<file path="config.mk">
export PLATFORM = sky130hd
export DESIGN_NAME = climate_controller
export DESIGN_NICKNAME = d
export VERILOG_FILES = /design/src/rtl/climate_pkg.sv /design/src/rtl/sensor_debounce.sv /design/src/rtl/climate_controller.sv
export SDC_FILE = /design/constraint.sdc
export NUM_CORES = 1
export LEC_CHECK = 0
export ABC_AREA = 1
export CAP_MARGIN = 20
export CORE_MARGIN = 3
export CORE_UTILIZATION = 52
export CTS_CLUSTER_SIZE = 20
export DETAILED_ROUTE_END_ITERATION = 8
export PLACE_DENSITY = 0.76
export SYNTH_ARGS = -nofsm -noshare
export SYNTH_HDL_FRONTEND = slang
export SYNTH_SLANG_ARGS = --single-unit
</file>
<file path="constraint.sdc">
create_clock -name clk_2 -period 1.7 [get_ports clk_2]
set_clock_uncertainty 0.1 [all_clocks]
set_input_delay 0.34 -clock clk_2 [delete_from_list [all_inputs] [get_ports clk_2]]
set_output_delay 0.34 -clock clk_2 [all_outputs]
set_load 0.02 [all_outputs]
</file>
<file path="src/rtl/climate_pkg.sv">
// climate_pkg: shared state encoding and sensor code constants for the
// climate controller and its sensor debouncer.
package climate_pkg;

  // Controller states; the numeric value is shown directly on the LED display.
  typedef enum logic [2:0] {
    ST_IDLE  = 3'd0,
    ST_HEAT  = 3'd1,
    ST_COOL  = 3'd2,
    ST_DEADT = 3'd3,
    ST_FAULT = 3'd4
  } state_e;

  // Raw sensor codes: bit1 = above minimum temperature, bit0 = above maximum.
  localparam logic [1:0] SENS_COLD  = 2'b00;
  localparam logic [1:0] SENS_FAULT = 2'b01; // physically inconsistent pair
  localparam logic [1:0] SENS_OK    = 2'b10;
  localparam logic [1:0] SENS_HOT   = 2'b11;

endpackage

</file>
<file path="src/rtl/sensor_debounce.sv">
// sensor_debounce: accepts a raw 2-bit sensor code into s_stable only after it
// has been sampled unchanged on DEBOUNCE consecutive rising edges. Any change
// restarts the run, so pulses shorter than DEBOUNCE cycles never get through.
module sensor_debounce
  import climate_pkg::*;
#(
  parameter int DEBOUNCE = 4
) (
  input  logic       clk_2,
  input  logic       rst_n,
  input  logic [1:0] raw,
  output logic [1:0] s_stable
);

  localparam int CW = $clog2(DEBOUNCE) + 1;
  localparam logic [CW-1:0] TARGET = CW'(DEBOUNCE);

  logic [1:0]    cand;
  logic [CW-1:0] run_cnt;   // consecutive samples equal to cand, saturating
  logic [CW-1:0] run_next;  // run length including the sample taken this edge

  // Length of the current run of identical samples, counting this edge.
  always_comb begin
    run_next = run_cnt;
    if (raw != cand) begin
      run_next = CW'(1);
    end else if (run_cnt != TARGET) begin
      run_next = run_cnt + 1'b1;
    end
  end

  // Track the candidate and adopt it once the run reaches DEBOUNCE samples.
  always_ff @(posedge clk_2 or negedge rst_n) begin
    if (!rst_n) begin
      cand     <= SENS_OK;
      run_cnt  <= '0;
      s_stable <= SENS_OK;
    end else begin
      cand    <= raw;
      run_cnt <= run_next;
      if (run_next == TARGET) begin
        s_stable <= raw;
      end
    end
  end

endmodule

</file>
<file path="src/rtl/climate_controller.sv">
// climate_controller: debounced two-sensor thermostat. A Moore FSM drives
// heater, cooler and alarm with a minimum on-time for heat/cool and a fault
// that stays latched until acknowledged with a healthy sensor code.
// Optional feature macro: CLIMATE_DEADTIME_EN -- when defined, every non-fault
// exit from HEAT/COOL passes through DEADT for DEAD cycles with both off.
module climate_controller
  import climate_pkg::*;
#(
  parameter int DEBOUNCE = 4,
  parameter int MIN_ON   = 8,
  parameter int DEAD     = 4
) (
  input  logic       clk_2,
  input  logic       rst_n,
  input  logic [1:0] sensores,
  input  logic       fault_ack,
  output logic       heater,
  output logic       cooler,
  output logic       alarm,
  output logic [2:0] state_o
);

  // One counter serves as on_cnt in HEAT/COOL and as the dead-time counter in
  // DEADT; it is cleared on every state change, so the two uses never overlap.
  localparam int CNT_MAX = (MIN_ON > DEAD) ? MIN_ON : DEAD;
  localparam int CNT_W   = $clog2(CNT_MAX) + 1;
  localparam logic [CNT_W-1:0] ON_LAST = CNT_W'(MIN_ON - 1);
`ifdef CLIMATE_DEADTIME_EN
  localparam logic [CNT_W-1:0] DEAD_LAST = CNT_W'(DEAD - 1);
`endif

  logic [1:0]       s_stable;
  state_e           state;
  state_e           next_state;
  logic [CNT_W-1:0] hold_cnt;

  sensor_debounce #(
    .DEBOUNCE (DEBOUNCE)
  ) u_debounce (
    .clk_2    (clk_2),
    .rst_n    (rst_n),
    .raw      (sensores),
    .s_stable (s_stable)
  );

  // Next-state logic: a stable fault code overrides everything else.
  always_comb begin
    next_state = state;
    if (s_stable == SENS_FAULT) begin
      next_state = ST_FAULT;
    end else begin
      case (state)
        ST_IDLE: begin
          if (s_stable == SENS_COLD)     next_state = ST_HEAT;
          else if (s_stable == SENS_HOT) next_state = ST_COOL;
        end
        ST_HEAT: begin
          if (hold_cnt == ON_LAST && s_stable != SENS_COLD) begin
`ifdef CLIMATE_DEADTIME_EN
            next_state = ST_DEADT;
`else
            next_state = (s_stable == SENS_HOT) ? ST_COOL : ST_IDLE;
`endif
          end
        end
        ST_COOL: begin
          if (hold_cnt == ON_LAST && s_stable != SENS_HOT) begin
`ifdef CLIMATE_DEADTIME_EN
            next_state = ST_DEADT;
`else
            next_state = (s_stable == SENS_COLD) ? ST_HEAT : ST_IDLE;
`endif
          end
        end
`ifdef CLIMATE_DEADTIME_EN
        ST_DEADT: begin
          if (hold_cnt == DEAD_LAST) next_state = ST_IDLE;
        end
`endif
        ST_FAULT: begin
          // s_stable is known healthy here, so the ack alone releases the latch.
          if (fault_ack) next_state = ST_IDLE;
        end
        default: next_state = ST_IDLE;
      endcase
    end
  end

  // State register and the shared saturating residency counter.
  always_ff @(posedge clk_2 or negedge rst_n) begin
    if (!rst_n) begin
      state    <= ST_IDLE;
      hold_cnt <= '0;
    end else begin
      state <= next_state;
      if (next_state != state) begin
        hold_cnt <= '0;
      end else if ((state == ST_HEAT || state == ST_COOL) && hold_cnt != ON_LAST) begin
        hold_cnt <= hold_cnt + 1'b1;
`ifdef CLIMATE_DEADTIME_EN
      end else if (state == ST_DEADT && hold_cnt != DEAD_LAST) begin
        hold_cnt <= hold_cnt + 1'b1;
`endif
      end
    end
  end

  // Moore outputs decoded from the state register only.
  assign heater  = (state == ST_HEAT);
  assign cooler  = (state == ST_COOL);
  assign alarm   = (state == ST_FAULT);
  assign state_o = state;

endmodule
</file>
==> results of run 1 <==
==> stage by stage <==
step	std cells	total power, W	TNS (ps)	worst slack, ps
2_1_floorplan	99	0.000974	0	238
3_3_place_gp	136	0.00128	-8.43	-8.43
3_5_place_dp	136	0.00131	-17.2	-17.2
4_1_cts	140	0.00148	0	2.83
5_1_grt	142	0.00163	-56.1	-31.6
6_report	142	0.00150	0	87.0
==> synthesized netlist by cell type <==
master | instances | area share
sky130_fd_sc_hd__nand2_1 | 26 | 0.12
sky130_fd_sc_hd__dfrtp_1 | 12 | 0.38
sky130_fd_sc_hd__inv_1 | 10 | 0.047
sky130_fd_sc_hd__nor2_1 | 10 | 0.047
sky130_fd_sc_hd__inv_2 | 6 | 0.028
sky130_fd_sc_hd__nand3_1 | 5 | 0.031
sky130_fd_sc_hd__nand3_2 | 5 | 0.063
sky130_fd_sc_hd__a21oi_1 | 4 | 0.025
sky130_fd_sc_hd__xor2_1 | 4 | 0.044
sky130_fd_sc_hd__ha_1 | 3 | 0.047
sky130_fd_sc_hd__nand2_2 | 3 | 0.023
sky130_fd_sc_hd__xnor2_1 | 3 | 0.033
sky130_fd_sc_hd__dfstp_2 | 2 | 0.066
sky130_fd_sc_hd__nand4_1 | 1 | 0.0078
sky130_fd_sc_hd__nor2_2 | 1 | 0.0078
sky130_fd_sc_hd__nor3_1 | 1 | 0.0062
sky130_fd_sc_hd__o21ai_2 | 1 | 0.011
sky130_fd_sc_hd__o21bai_1 | 1 | 0.0094
sky130_fd_sc_hd__or2_1 | 1 | 0.0078
==> area by class of cell <==
| cell class | count | area share |
|---|---|---|
| Tap cell | 15 | 0.0178 |
| Multi-Input combinational cell | 69 | 0.391 |
| Sequential cell | 14 | 0.334 |
| Timing Repair Buffer | 24 | 0.176 |
| Inverter | 16 | 0.0568 |
| Clock buffer | 4 | 0.0249 |
==> state kept, by name, indices dropped and copies added (netlist names) <==
name,flops
u_debounce.cand,2
u_debounce.s_stable,2
u_debounce.run_cnt,3
hold_cnt,4
state_o,3
==> power by group through the flow <==
stage	combinational (W)	clock [W]	sequential (W)
2_1_floorplan	0.000477	0	0.000497
3_3_place_gp	0.000816	0	0.000463
3_5_place_dp	0.000844	0	0.000466
4_1_cts	0.000819	0.000196	0.000461
5_1_grt	0.000945	0.000213	0.000470
6_report	0.000851	0.000188	0.000462
==> what timing repair did <==
| item | 4_1_cts | 5_1_grt |
|---|---|---|
| hold endpoints to repair | 0 | 0 |
| pin swaps | 0 | 4 |
| buffers inserted | 0 | 2 |
| hold buffers | 0 | 0 |
| cloned | 0 | 0 |
| gates resized for setup | 9 | 10 |
| setup endpoints to repair | 6 | 7 |
==> how the worst min path moves through the flow <==
stage | startpoint | to | slack [ps]
final | rst_n | u_debounce.run_cnt[2] | 260
after detailed placement | u_debounce.s_stable[1] | u_debounce.s_stable[1] | 400
after global routing | rst_n | u_debounce.run_cnt[1] | 270
after global placement | u_debounce.s_stable[1] | u_debounce.s_stable[1] | 380
after CTS | rst_n | u_debounce.run_cnt[1] | 250
after floorplan | rst_n | hold_cnt[0] | -60
==> cells by family after synthesis <==
kind of cell               share of synthesized area
buffers and inverters                         0.0750
DFF                                            0.441
adders and majority gates                     0.0469
xor gates and xnor gates                      0.0766
and+or+nand+nor                                0.316
AOI/OAI and AO/OA                             0.0453
==> layout by cell type, fill, tap and decap left out, drive strengths merged <==
master and n:
nand2 29, inv 16, buf 15, dfrtp 12, nor2 11, nand3 10, clkbuf 6, xor2 4
a21oi 4, clkdlybuf4s50 4, xnor2 3, dlygate4sd2 3, ha 3, dfstp 2, or2 1, nor3 1
o21ai 1, o21bai 1, nand4 1
==> layer usage <==
layer,vias up,share of wire,global-route usage
li1,366,-,-
met1,330,0.46,0.230
met2,11,0.51,0.336
met3,2,0.023,0.0478
met4,0,0.0074,0.0877
met5,-,0,0
==> impl_table.tex, run 1 <==
\begin{tabular}{lr}
\hline
Metric & Value \\
\hline
\multicolumn{2}{l}{\textbf{Run status}} \\
\quad Run status & completed \\
\multicolumn{2}{l}{\textbf{Pwr}} \\
\quad Combinational Power Share & 0.567 \\
\quad Cell Pwr Density & 1420 mW/mm\^{}2 \\
\quad Fraction of power consumed by the clock network & 0.125 \\
\quad Maximum ir drop on the vdd rail & approximately 1200 uV \\
\quad Leak pwr & 0.561 nW \\
\quad Fraction of power spent switching nets & 0.444 \\
\quad Sequential share of power & 0.308 \\
\quad Internal portion of total power & approximately 0.00083 W \\
\quad Switching power & 0.000668 W \\
\multicolumn{2}{l}{\textbf{STA}} \\
\quad Final hold slack & roughly 260 ps \\
\quad Final setup vio count & 0 \\
\quad Number of hold violations in the final report & 0 \\
\quad Min Clock Period, post-route & about 1600 ps \\
\quad Tightest Pin Transition & 238 ps \\
\quad Tcrit/Tclk final & 0.949 \\
\quad Achievable Freq & 620 MHz \\
\quad Final-report max-slew violation count & 0 \\
\quad Tightest slew margin relative to the limit & 0.840 \\
\multicolumn{2}{l}{\textbf{Setup path}} \\
\quad Ordered list of cells on the worst path & buf\_4 > dlygate4sd2\_1 \\
\quad Worst stage delay on the critical path & approximately 430 ps \\
\quad Crit path required time & 1260 ps \\
\quad Reg2Reg Setup Slack & roughly 130 ps \\
\quad Launch point of the worst reg-to-reg path & hold\_cnt[1] \\
\quad Arrival time reported for the critical path endpoint & 1170 ps \\
\quad Top cell family by delay on the critical path & buffers and inverters \\
\quad Source of the critical timing path & state\_o[1] \\
\quad Launching element type of the critical path & register \\
\quad Critical path depth in cells & 2 \\
\quad Setup CP Type & register to output pin \\
\quad Number of buffers and inverters on the critical path & 2 \\
\quad Crit-path slowest cell & sky130\_fd\_sc\_hd\_\_dfrtp\_1 \\
\quad End of the worst register-to-register path & hold\_cnt[3] \\
\quad Crit path max fanout & 3 \\
\quad Nature of the critical path endpoint & output pin \\
\quad Worst setup path end & state\_o[1] \\
\quad Count of cells along the worst register-to-register path & 11 \\
\multicolumn{2}{l}{\textbf{Route}} \\
\quad Residual DRC & 0 \\
\quad Vias per Instance & between 4 and 5 \\
\quad Final ANT Viol Nets & 0 \\
\quad Number of DRC markers in iteration 0 & 12 \\
\quad Post-Route WL & 1.63 mm \\
\quad Detail-routed net length per standard cell & around 11 um \\
\quad Total iterations of the first detailed-routing run & 4 \\
\quad Via count & a little over 700 \\
\multicolumn{2}{l}{\textbf{Yosys}} \\
\quad Proportion of synthesized chip area in sequential cells & 0.441 \\
\quad Post-Syn Area & 801 um\^{}2 \\
\quad Number of register bits inferred by synthesis & 14 \\
\quad Synthesized area divided by synthesized cell count & 8.09 um\^{}2 \\
\quad Distinct cells, synth & 19 \\
\quad Cell count after synthesis & just under 100 \\
\quad Ys Warns & 0 \\
\quad Mapped Nets & 107 \\
\multicolumn{2}{l}{\textbf{Global routing}} \\
\quad Gr usage total & 0.196 \\
\quad Largest net degree at the start of global routing & 15 \\
\quad Initial antenna violation count & 0 \\
\quad Vias in the first global route & between 600 and 700 \\
\quad Final global-route overflow total & 0 \\
\quad Wire length of the first global-routing pass & about 2.8 mm \\
\multicolumn{2}{l}{\textbf{Floorplanning}} \\
\quad Number of top-level pins & 11 \\
\quad Standard cell core area & about 0.0014 mm\^{}2 \\
\quad Floorplan die area & slightly above 0.002 mm\^{}2 \\
\quad Horiz. Die Dim & $\sim$45 um \\
\quad Die Y & about 45 um \\
\quad FP Rows & 13 \\
\quad Starting utilization of the core area & 0.586 \\
\multicolumn{2}{l}{\textbf{Clock tree}} \\
\quad CTS HTree Levels & 1 \\
\quad Number of buffers created by CTS & 3 \\
\quad Clock tree from TritonCTS & yes \\
\quad Clock edge transition at the registers on the reported setup and hold paths & roughly 80 ps \\
\quad Worst-skew pair later-pin latency & approximately 280 ps \\
\quad Count of clock tree sinks & 14 \\
\quad CTS max path bufs & 2 \\
\quad CTS Root Buffer Type & sky130\_fd\_sc\_hd\_\_clkbuf\_4 \\
\multicolumn{2}{l}{\textbf{Placement}} \\
\quad Final weighted congestion in routability-driven placement & just under 0.8 \\
\quad Cell area after placement & approximately 0.001 mm\^{}2 \\
\quad Number of buffers inserted by port buffering & 10 \\
\quad Hpwl dp & 1.31 mm \\
\multicolumn{2}{l}{\textbf{Finish}} \\
\quad Share of post-route cells with drive strength above 1 & 0.331 \\
\quad Number of filler instances in the final layout & 98 \\
\quad Area of the multi-input gates & 413 um\^{}2 \\
\quad Sequential cell area & roughly 350 um\^{}2 \\
\quad Final non-filler cell area & roughly 0.0011 mm\^{}2 \\
\quad Layout Nets & roughly 140 \\
\quad Final cell utilization of the core & 0.774 \\
\quad Post-synthesis to final-layout area growth & 32.0\% \\
\quad ANT cells & 0 \\
\multicolumn{2}{l}{\textbf{Worst hold path}} \\
\quad Class of the most critical hold timing path & input pin to async pin \\
\multicolumn{2}{l}{\textbf{Flow run}} \\
\quad Max Cap Violations & 0 \\
\hline
\end{tabular}
(Power assumes the default switching activity.)
==> run 2: changes to the inputs <==
- CORE_UTILIZATION: 52 -> 30
- CTS_CLUSTER_SIZE: 20 -> 30
- PLACE_DENSITY: 0.76 -> 0.49
==> run 2 against run 1 <==
  * Cell count is 11% higher
  * Core utilization is 33 points lower
  * Die area is 62% higher
  * Final area is 4.6% higher
  * Flip-flop and latch count stayed put
  * Largest cell class unchanged
  * Via count is 3.7% lower
==> impl_table.tex, run 2 (synthesized netlist as in run 1, its figures left out) <==
\begin{tabular}{lr}
\hline
Metric & Value \\
\hline
\multicolumn{2}{l}{\textbf{Run status}} \\
\quad Run status & completed \\
\multicolumn{2}{l}{\textbf{Setup path}} \\
\quad Launch point of the worst reg-to-reg path & hold\_cnt[0] \\
\quad End of the worst register-to-register path & hold\_cnt[0] \\
\quad Launching element type of the critical path & register \\
\quad Worst stage delay on the critical path & approximately 430 ps \\
\quad Ordered list of cells on the worst path & inv\_2 > nand3\_2 > inv\_2 > clkdlybuf4s15\_2 \\
\quad Critical path depth in cells & 4 \\
\quad Number of buffers and inverters on the critical path & 3 \\
\quad Reg2Reg Setup Slack & 100 ps \\
\quad Setup CP Type & register to output pin \\
\quad Crit path max fanout & 3 \\
\quad Top cell family by delay on the critical path & flip-flops \\
\quad Cell repeated most along the worst path & sky130\_fd\_sc\_hd\_\_inv\_2 \\
\quad Arrival time reported for the critical path endpoint & 1200 ps \\
\quad Nature of the critical path endpoint & output pin \\
\quad Crit path required time & between 1000 and 1500 ps \\
\quad Count of cells along the worst register-to-register path & 11 \\
\quad Crit-path slowest cell & sky130\_fd\_sc\_hd\_\_dfrtp\_1 \\
\multicolumn{2}{l}{\textbf{Pwr}} \\
\quad Leak pwr & $\sim$0.56 nW \\
\quad Final Power & about 0.0016 W \\
\quad Maximum ir drop on the vdd rail & roughly 900 uV \\
\quad Cell Pwr Density & between 1000 and 1500 mW/mm\^{}2 \\
\multicolumn{2}{l}{\textbf{Clock tree}} \\
\quad Clock edge transition at the registers on the reported setup and hold paths & around 80 ps \\
\quad Count of clock tree sinks & 14 \\
\quad Number of buffers inserted by hold repair at cts & 0 \\
\quad CTS Root Buffer Type & sky130\_fd\_sc\_hd\_\_clkbuf\_4 \\
\quad Worst-skew pair later-pin latency & roughly 280 ps \\
\quad CTS HTree Levels & 1 \\
\quad Clock tree from TritonCTS & yes \\
\quad Number of buffers created by CTS & 3 \\
\quad CTS max path bufs & 2 \\
\multicolumn{2}{l}{\textbf{STA}} \\
\quad Achievable Freq & 609 MHz \\
\quad Final setup vio count & 0 \\
\quad Number of hold violations in the final report & 0 \\
\quad Final hold slack & between 200 and 300 ps \\
\quad Min Clock Period, post-route & $\sim$1600 ps \\
\quad Final-report max-slew violation count & 0 \\
\quad Tcrit/Tclk final & 0.966 \\
\quad Tightest slew margin relative to the limit & 0.831 \\
\quad Tightest Pin Transition & roughly 250 ps \\
\multicolumn{2}{l}{\textbf{Flow run}} \\
\quad Max Cap Violations & 0 \\
\multicolumn{2}{l}{\textbf{Global routing}} \\
\quad Final global-route overflow total & 0 \\
\quad Wire length of the first global-routing pass & 2.43 mm \\
\quad Gr usage total & 0.0932 \\
\quad Vias in the first global route & 601 \\
\quad Largest net degree at the start of global routing & 15 \\
\quad Initial antenna violation count & 0 \\
\multicolumn{2}{l}{\textbf{Route}} \\
\quad Sum of met2 wire segment lengths after detailed routing & between 700 and 800 um \\
\quad Via count & between 600 and 700 \\
\quad Uppermost routed layer & met4 \\
\quad Number of DRC markers in iteration 0 & 8 \\
\quad Vias per Instance & 4.35 \\
\quad DR WL met3 & around 46 um \\
\quad Routed metal-1 wirelength & approximately 740 um \\
\quad Residual DRC & 0 \\
\quad Detail-routed net length per standard cell & roughly 10 um \\
\quad Post-Route WL & $\sim$1.5 mm \\
\quad Final ANT Viol Nets & 0 \\
\quad Total iterations of the first detailed-routing run & 4 \\
\multicolumn{2}{l}{\textbf{Placement}} \\
\quad Number of buffers inserted by port buffering & 10 \\
\quad Hpwl dp & between 1 and 1.5 mm \\
\quad Final weighted congestion in routability-driven placement & around 0.69 \\
\multicolumn{2}{l}{\textbf{Finish}} \\
\quad Post-synthesis to final-layout area growth & 38.1\% \\
\quad Most frequent cells in the layout & sky130\_fd\_sc\_hd\_\_nand2\_1, sky130\_fd\_sc\_hd\_\_buf\_4, sky130\_fd\_sc\_hd\_\_dfrtp\_1 \\
\quad Commonest non-fill, non-tap cell in the layout & sky130\_fd\_sc\_hd\_\_nand2\_1 \\
\quad Share of post-route cells with drive strength above 1 & 0.378 \\
\quad Number of flip-flops in the largest register & 4 \\
\quad Layout Nets & around 140 \\
\quad Register bank with the most flops & hold\_cnt \\
\quad ANT cells & 0 \\
\multicolumn{2}{l}{\textbf{Worst hold path}} \\
\quad Class of the most critical hold timing path & input pin to async pin \\
\multicolumn{2}{l}{\textbf{Floorplanning}} \\
\quad Standard cell core area & about 0.0025 mm\^{}2 \\
\quad FP Rows & 18 \\
\quad Horiz. Die Dim & slightly below 60 um \\
\quad Die Y & just under 60 um \\
\quad Floorplan die area & around 0.0033 mm\^{}2 \\
\quad Starting utilization of the core area & 0.320 \\
\quad Number of top-level pins & 11 \\
\hline
\end{tabular}
run 2: cell types whose count changed in the layout (fill, tap and decap cells not counted), moves of 2 or more:
cell	before	now
sky130_fd_sc_hd__clkbuf_2	2	0
sky130_fd_sc_hd__nor2_2	0	2
sky130_fd_sc_hd__nor2_1	10	8
sky130_fd_sc_hd__clkdlybuf4s15_2	0	2
sky130_fd_sc_hd__nand2_2	6	8
sky130_fd_sc_hd__nand2_1	23	21
run 2: report_power, final:
group | internal (W) | switching [W]
registers | 0.000402 | 0.0000598
logic | 0.000396 | 0.000531
clock network | 0.000130 | 0.000102
run 2: cell type report:
class                           count  area [um^2]
Fill cell                         253         1390
Multi-Input combinational cell     69          420
Sequential cell                    14          353
Timing Repair Buffer               24          199
Inverter                           16         60.1
Tap cell                           30         37.5
Clock buffer                        4         36.3
run 2: worst max path at each step:
stage                           start     endpoint
final                      state_o[0]       cooler
after global routing      hold_cnt[0]  hold_cnt[0]
after CTS                  state_o[2]       cooler
after detailed placement   state_o[2]       cooler
after global placement     state_o[1]        alarm
after floorplan            state_o[2]  hold_cnt[3]
run 2: layer usage:
| metal | vias to the layer above | global-route usage |
|---|---|---|
| met3 | 2 | 0.0134 |
| met1 | 305 | 0.122 |
| met2 | 9 | 0.148 |
| met5 | - | 0 |
| met4 | 0 | 0.0497 |
| li1 | 367 | - |
run 2: repair_timing:
| item | CTS | global route |
|---|---|---|
| pin swaps | 0 | 3 |
| gates cloned | 0 | 0 |
| setup buffers | 0 | 2 |
| setup endpoints to repair | 6 | 7 |
| resized for setup | 12 | 12 |
run 2: worst register-to-register path, stage by stage (launching register included):
cell	delay (ps)
sky130_fd_sc_hd__dfrtp_1	380
sky130_fd_sc_hd__ha_2	210
sky130_fd_sc_hd__nand2_2	70
sky130_fd_sc_hd__nor2_4	110
sky130_fd_sc_hd__nand2_1	50
sky130_fd_sc_hd__nand2_1	70
sky130_fd_sc_hd__nand3_2	100
sky130_fd_sc_hd__nand2_2	90
sky130_fd_sc_hd__nand2_1	70
sky130_fd_sc_hd__nand2_2	70
sky130_fd_sc_hd__nand3_4	100
sky130_fd_sc_hd__nor2_2	120
run 2: stage by stage:
step           TNS, ps  cells  instance area (um^2)  worst slack (ps)   util
2_1_floorplan        0     99                   801               238      -
3_3_place_gp     -31.6    151                  1030             -13.3  0.411
3_5_place_dp     -36.4    151                  1030             -21.5  0.411
4_1_cts              0    155                  1060              6.84  0.426
5_1_grt          -6.64    157                  1110             -6.64  0.442
6_report             0    157                  1110              58.0  0.442
==> run 3: changes to the inputs <==
- SETUP_SLACK_MARGIN: not set -> 0.2
==> run 3 against run 2 <==
  * Sequential share of layout area is 4.8 points lower
  * Maximum frequency is 5.4% higher
  * Core utilization is 7.9 points higher
  * Critical endpoint is now state_o[2]
==> impl_table.tex, run 3 (synthesized netlist as in run 1, its figures left out) <==
\begin{tabular}{lr}
\hline
Metric & Value \\
\hline
\multicolumn{2}{l}{\textbf{Route}} \\
\quad Detail-routed net length per standard cell & 10.9 um \\
\quad Final ANT Viol Nets & 0 \\
\quad Routed metal-1 wirelength & $\sim$810 um \\
\quad Number of DRC markers in iteration 0 & 8 \\
\quad Residual DRC & 0 \\
\quad Via count & between 700 and 800 \\
\quad Vias per Instance & around 4.4 \\
\quad Total iterations of the first detailed-routing run & 4 \\
\quad Sum of met2 wire segment lengths after detailed routing & 921 um \\
\quad DR WL met3 & around 57 um \\
\quad Uppermost routed layer & met4 \\
\quad Post-Route WL & about 1.8 mm \\
\multicolumn{2}{l}{\textbf{Finish}} \\
\quad Most frequent cells in the layout & sky130\_fd\_sc\_hd\_\_buf\_4, sky130\_fd\_sc\_hd\_\_nand2\_1, sky130\_fd\_sc\_hd\_\_nand2\_2 \\
\quad Layout Nets & roughly 150 \\
\quad Post-synthesis to final-layout area growth & 62.7\% \\
\quad ANT cells & 0 \\
\quad Final non-filler cell area & 0.00130 mm\^{}2 \\
\quad Number of flip-flops in the largest register & 4 \\
\quad Register bank with the most flops & hold\_cnt \\
\quad Area of the multi-input gates & between 500 and 600 um\^{}2 \\
\quad Number of filler instances in the final layout & about 250 \\
\quad Share of post-route cells with drive strength above 1 & 0.591 \\
\quad Commonest non-fill, non-tap cell in the layout & sky130\_fd\_sc\_hd\_\_buf\_4 \\
\quad Final cell count without fillers & around 170 \\
\quad Sequential cell area & about 350 um\^{}2 \\
\multicolumn{2}{l}{\textbf{Pwr}} \\
\quad Internal portion of total power & between 0.001 and 0.0015 W \\
\quad Combinational Power Share & 0.638 \\
\quad Fraction of power spent switching nets & 0.426 \\
\quad Fraction of power consumed by the clock network & 0.119 \\
\quad Maximum ir drop on the vdd rail & 1060 uV \\
\quad Sequential share of power & 0.243 \\
\quad Switching power & around 0.00083 W \\
\quad Leak pwr & 0.646 nW \\
\quad Cell Pwr Density & $\sim$1500 mW/mm\^{}2 \\
\multicolumn{2}{l}{\textbf{Placement}} \\
\quad Hpwl dp & around 1.2 mm \\
\quad Number of buffers inserted by port buffering & 10 \\
\quad Final weighted congestion in routability-driven placement & just under 0.7 \\
\quad Cell area after placement & $\sim$0.0010 mm\^{}2 \\
\quad Placed cells & 151 \\
\multicolumn{2}{l}{\textbf{STA}} \\
\quad Tcrit/Tclk final & 0.916 \\
\quad Achievable Freq & 642 MHz \\
\quad Tightest slew margin relative to the limit & 0.864 \\
\quad Final-report max-slew violation count & 0 \\
\quad Tightest Pin Transition & between 200 and 250 ps \\
\quad Number of hold violations in the final report & 0 \\
\quad Unrepaired setup endpoints after global routing & true \\
\quad Min Clock Period, post-route & approximately 1600 ps \\
\quad Final setup vio count & 0 \\
\multicolumn{2}{l}{\textbf{Global routing}} \\
\quad Vias in the first global route & 666 \\
\quad Initial antenna violation count & 0 \\
\quad Gr usage total & 0.104 \\
\quad Largest net degree at the start of global routing & 15 \\
\quad Wire length of the first global-routing pass & $\sim$2.7 mm \\
\quad Final global-route overflow total & 0 \\
\multicolumn{2}{l}{\textbf{Floorplanning}} \\
\quad Number of top-level pins & 11 \\
\quad Die Y & between 50 and 60 um \\
\quad FP Rows & 18 \\
\quad Standard cell core area & between 0.002 and 0.0025 mm\^{}2 \\
\quad Horiz. Die Dim & roughly 58 um \\
\quad Starting utilization of the core area & 0.320 \\
\quad Floorplan die area & approximately 0.0033 mm\^{}2 \\
\multicolumn{2}{l}{\textbf{Setup path}} \\
\quad Crit path required time & about 1300 ps \\
\quad Crit path max fanout & 3 \\
\quad Nature of the critical path endpoint & output pin \\
\quad Reg2Reg Setup Slack & between 150 and 200 ps \\
\quad Source of the critical timing path & state\_o[2] \\
\quad Count of cells along the worst register-to-register path & 11 \\
\quad Worst setup path end & state\_o[2] \\
\quad Setup CP Type & register to output pin \\
\quad Launching element type of the critical path & register \\
\quad Arrival time reported for the critical path endpoint & roughly 1100 ps \\
\quad End of the worst register-to-register path & hold\_cnt[1] \\
\quad Launch point of the worst reg-to-reg path & state\_o[0] \\
\multicolumn{2}{l}{\textbf{Flow run}} \\
\quad Max Cap Violations & 0 \\
\multicolumn{2}{l}{\textbf{Worst hold path}} \\
\quad Class of the most critical hold timing path & input pin to async pin \\
\multicolumn{2}{l}{\textbf{Clock tree}} \\
\quad Worst-skew pair later-pin latency & between 200 and 300 ps \\
\quad Clock edge transition at the registers on the reported setup and hold paths & $\sim$80 ps \\
\quad CTS HTree Levels & 1 \\
\quad Number of buffers created by CTS & 3 \\
\quad CTS Root Buffer Type & sky130\_fd\_sc\_hd\_\_clkbuf\_4 \\
\quad CTS max path bufs & 2 \\
\quad Number of buffers inserted by hold repair at cts & 0 \\
\quad Clock tree from TritonCTS & yes \\
\quad Count of clock tree sinks & 14 \\
\multicolumn{2}{l}{\textbf{Run status}} \\
\quad Run status & completed \\
\hline
\end{tabular}
run 3: through the flow:
stage / utilization / power [W] / worst slack, ps / TNS, ps / hold slack (ps)
after floorplan: - / 0.000974 / 238 / 0 / -55.6
after global routing: 0.521 / 0.00209 / 64.7 / 0 / 262
after detailed placement: 0.411 / 0.00131 / -21.5 / -36.4 / 394
after CTS: 0.457 / 0.00166 / 11.2 / 0 / 254
final: 0.521 / 0.00194 / 143 / 0 / 256
after global placement: 0.411 / 0.00130 / -13.3 / -31.6 / 392
run 3: cell type report:
| cell class | count | area share |
|---|---|---|
| clock buffer | 4 | 0.0279 |
| tap | 30 | 0.0288 |
| timing repair buffer | 34 | 0.218 |
| sequential | 14 | 0.271 |
| multi-input combinational | 69 | 0.404 |
| inverter | 16 | 0.0500 |
run 3: how the worst min path moves through the flow:
stage	startpoint	to	slack [ps]	cells after the start
3_5_place_dp	u_debounce.s_stable[1]	u_debounce.s_stable[1]	390	2
4_1_cts	rst_n	u_debounce.run_cnt[0]	250	2
2_1_floorplan	rst_n	hold_cnt[0]	-60	0
5_1_grt	rst_n	u_debounce.run_cnt[0]	260	2
3_3_place_gp	u_debounce.s_stable[1]	u_debounce.s_stable[1]	390	2
6_report	rst_n	u_debounce.run_cnt[0]	260	2
run 3: power groups by stage:
stage	clock [W]	combinational (W)	sequential, W
6_report	0.000231	0.00123	0.000471
5_1_grt	0.000256	0.00135	0.000478
4_1_cts	0.000242	0.000963	0.000456
3_5_place_dp	0	0.000845	0.000469
3_3_place_gp	0	0.000835	0.000467
2_1_floorplan	0	0.000477	0.000497
run 3: per-layer routing:
layer,global-route usage,vias to the layer above
met5,0,-
met4,0.0497,0
met3,0.0134,2
met2,0.177,13
met1,0.129,345
li1,-,380
run 3: critical path, cell delays in order, from the launching register on:
cell and delay (ps):
sky130_fd_sc_hd__dfrtp_1 420, sky130_fd_sc_hd__buf_4 150, sky130_fd_sc_hd__buf_4 120, sky130_fd_sc_hd__buf_2 150
run 3: what timing repair did:
| item | CTS | global route |
|---|---|---|
| pin swaps | 6 | 11 |
| setup buffers | 8 | 4 |
| resized for setup | 30 | 41 |
| endpoints found under the setup margin | 10 | 11 |
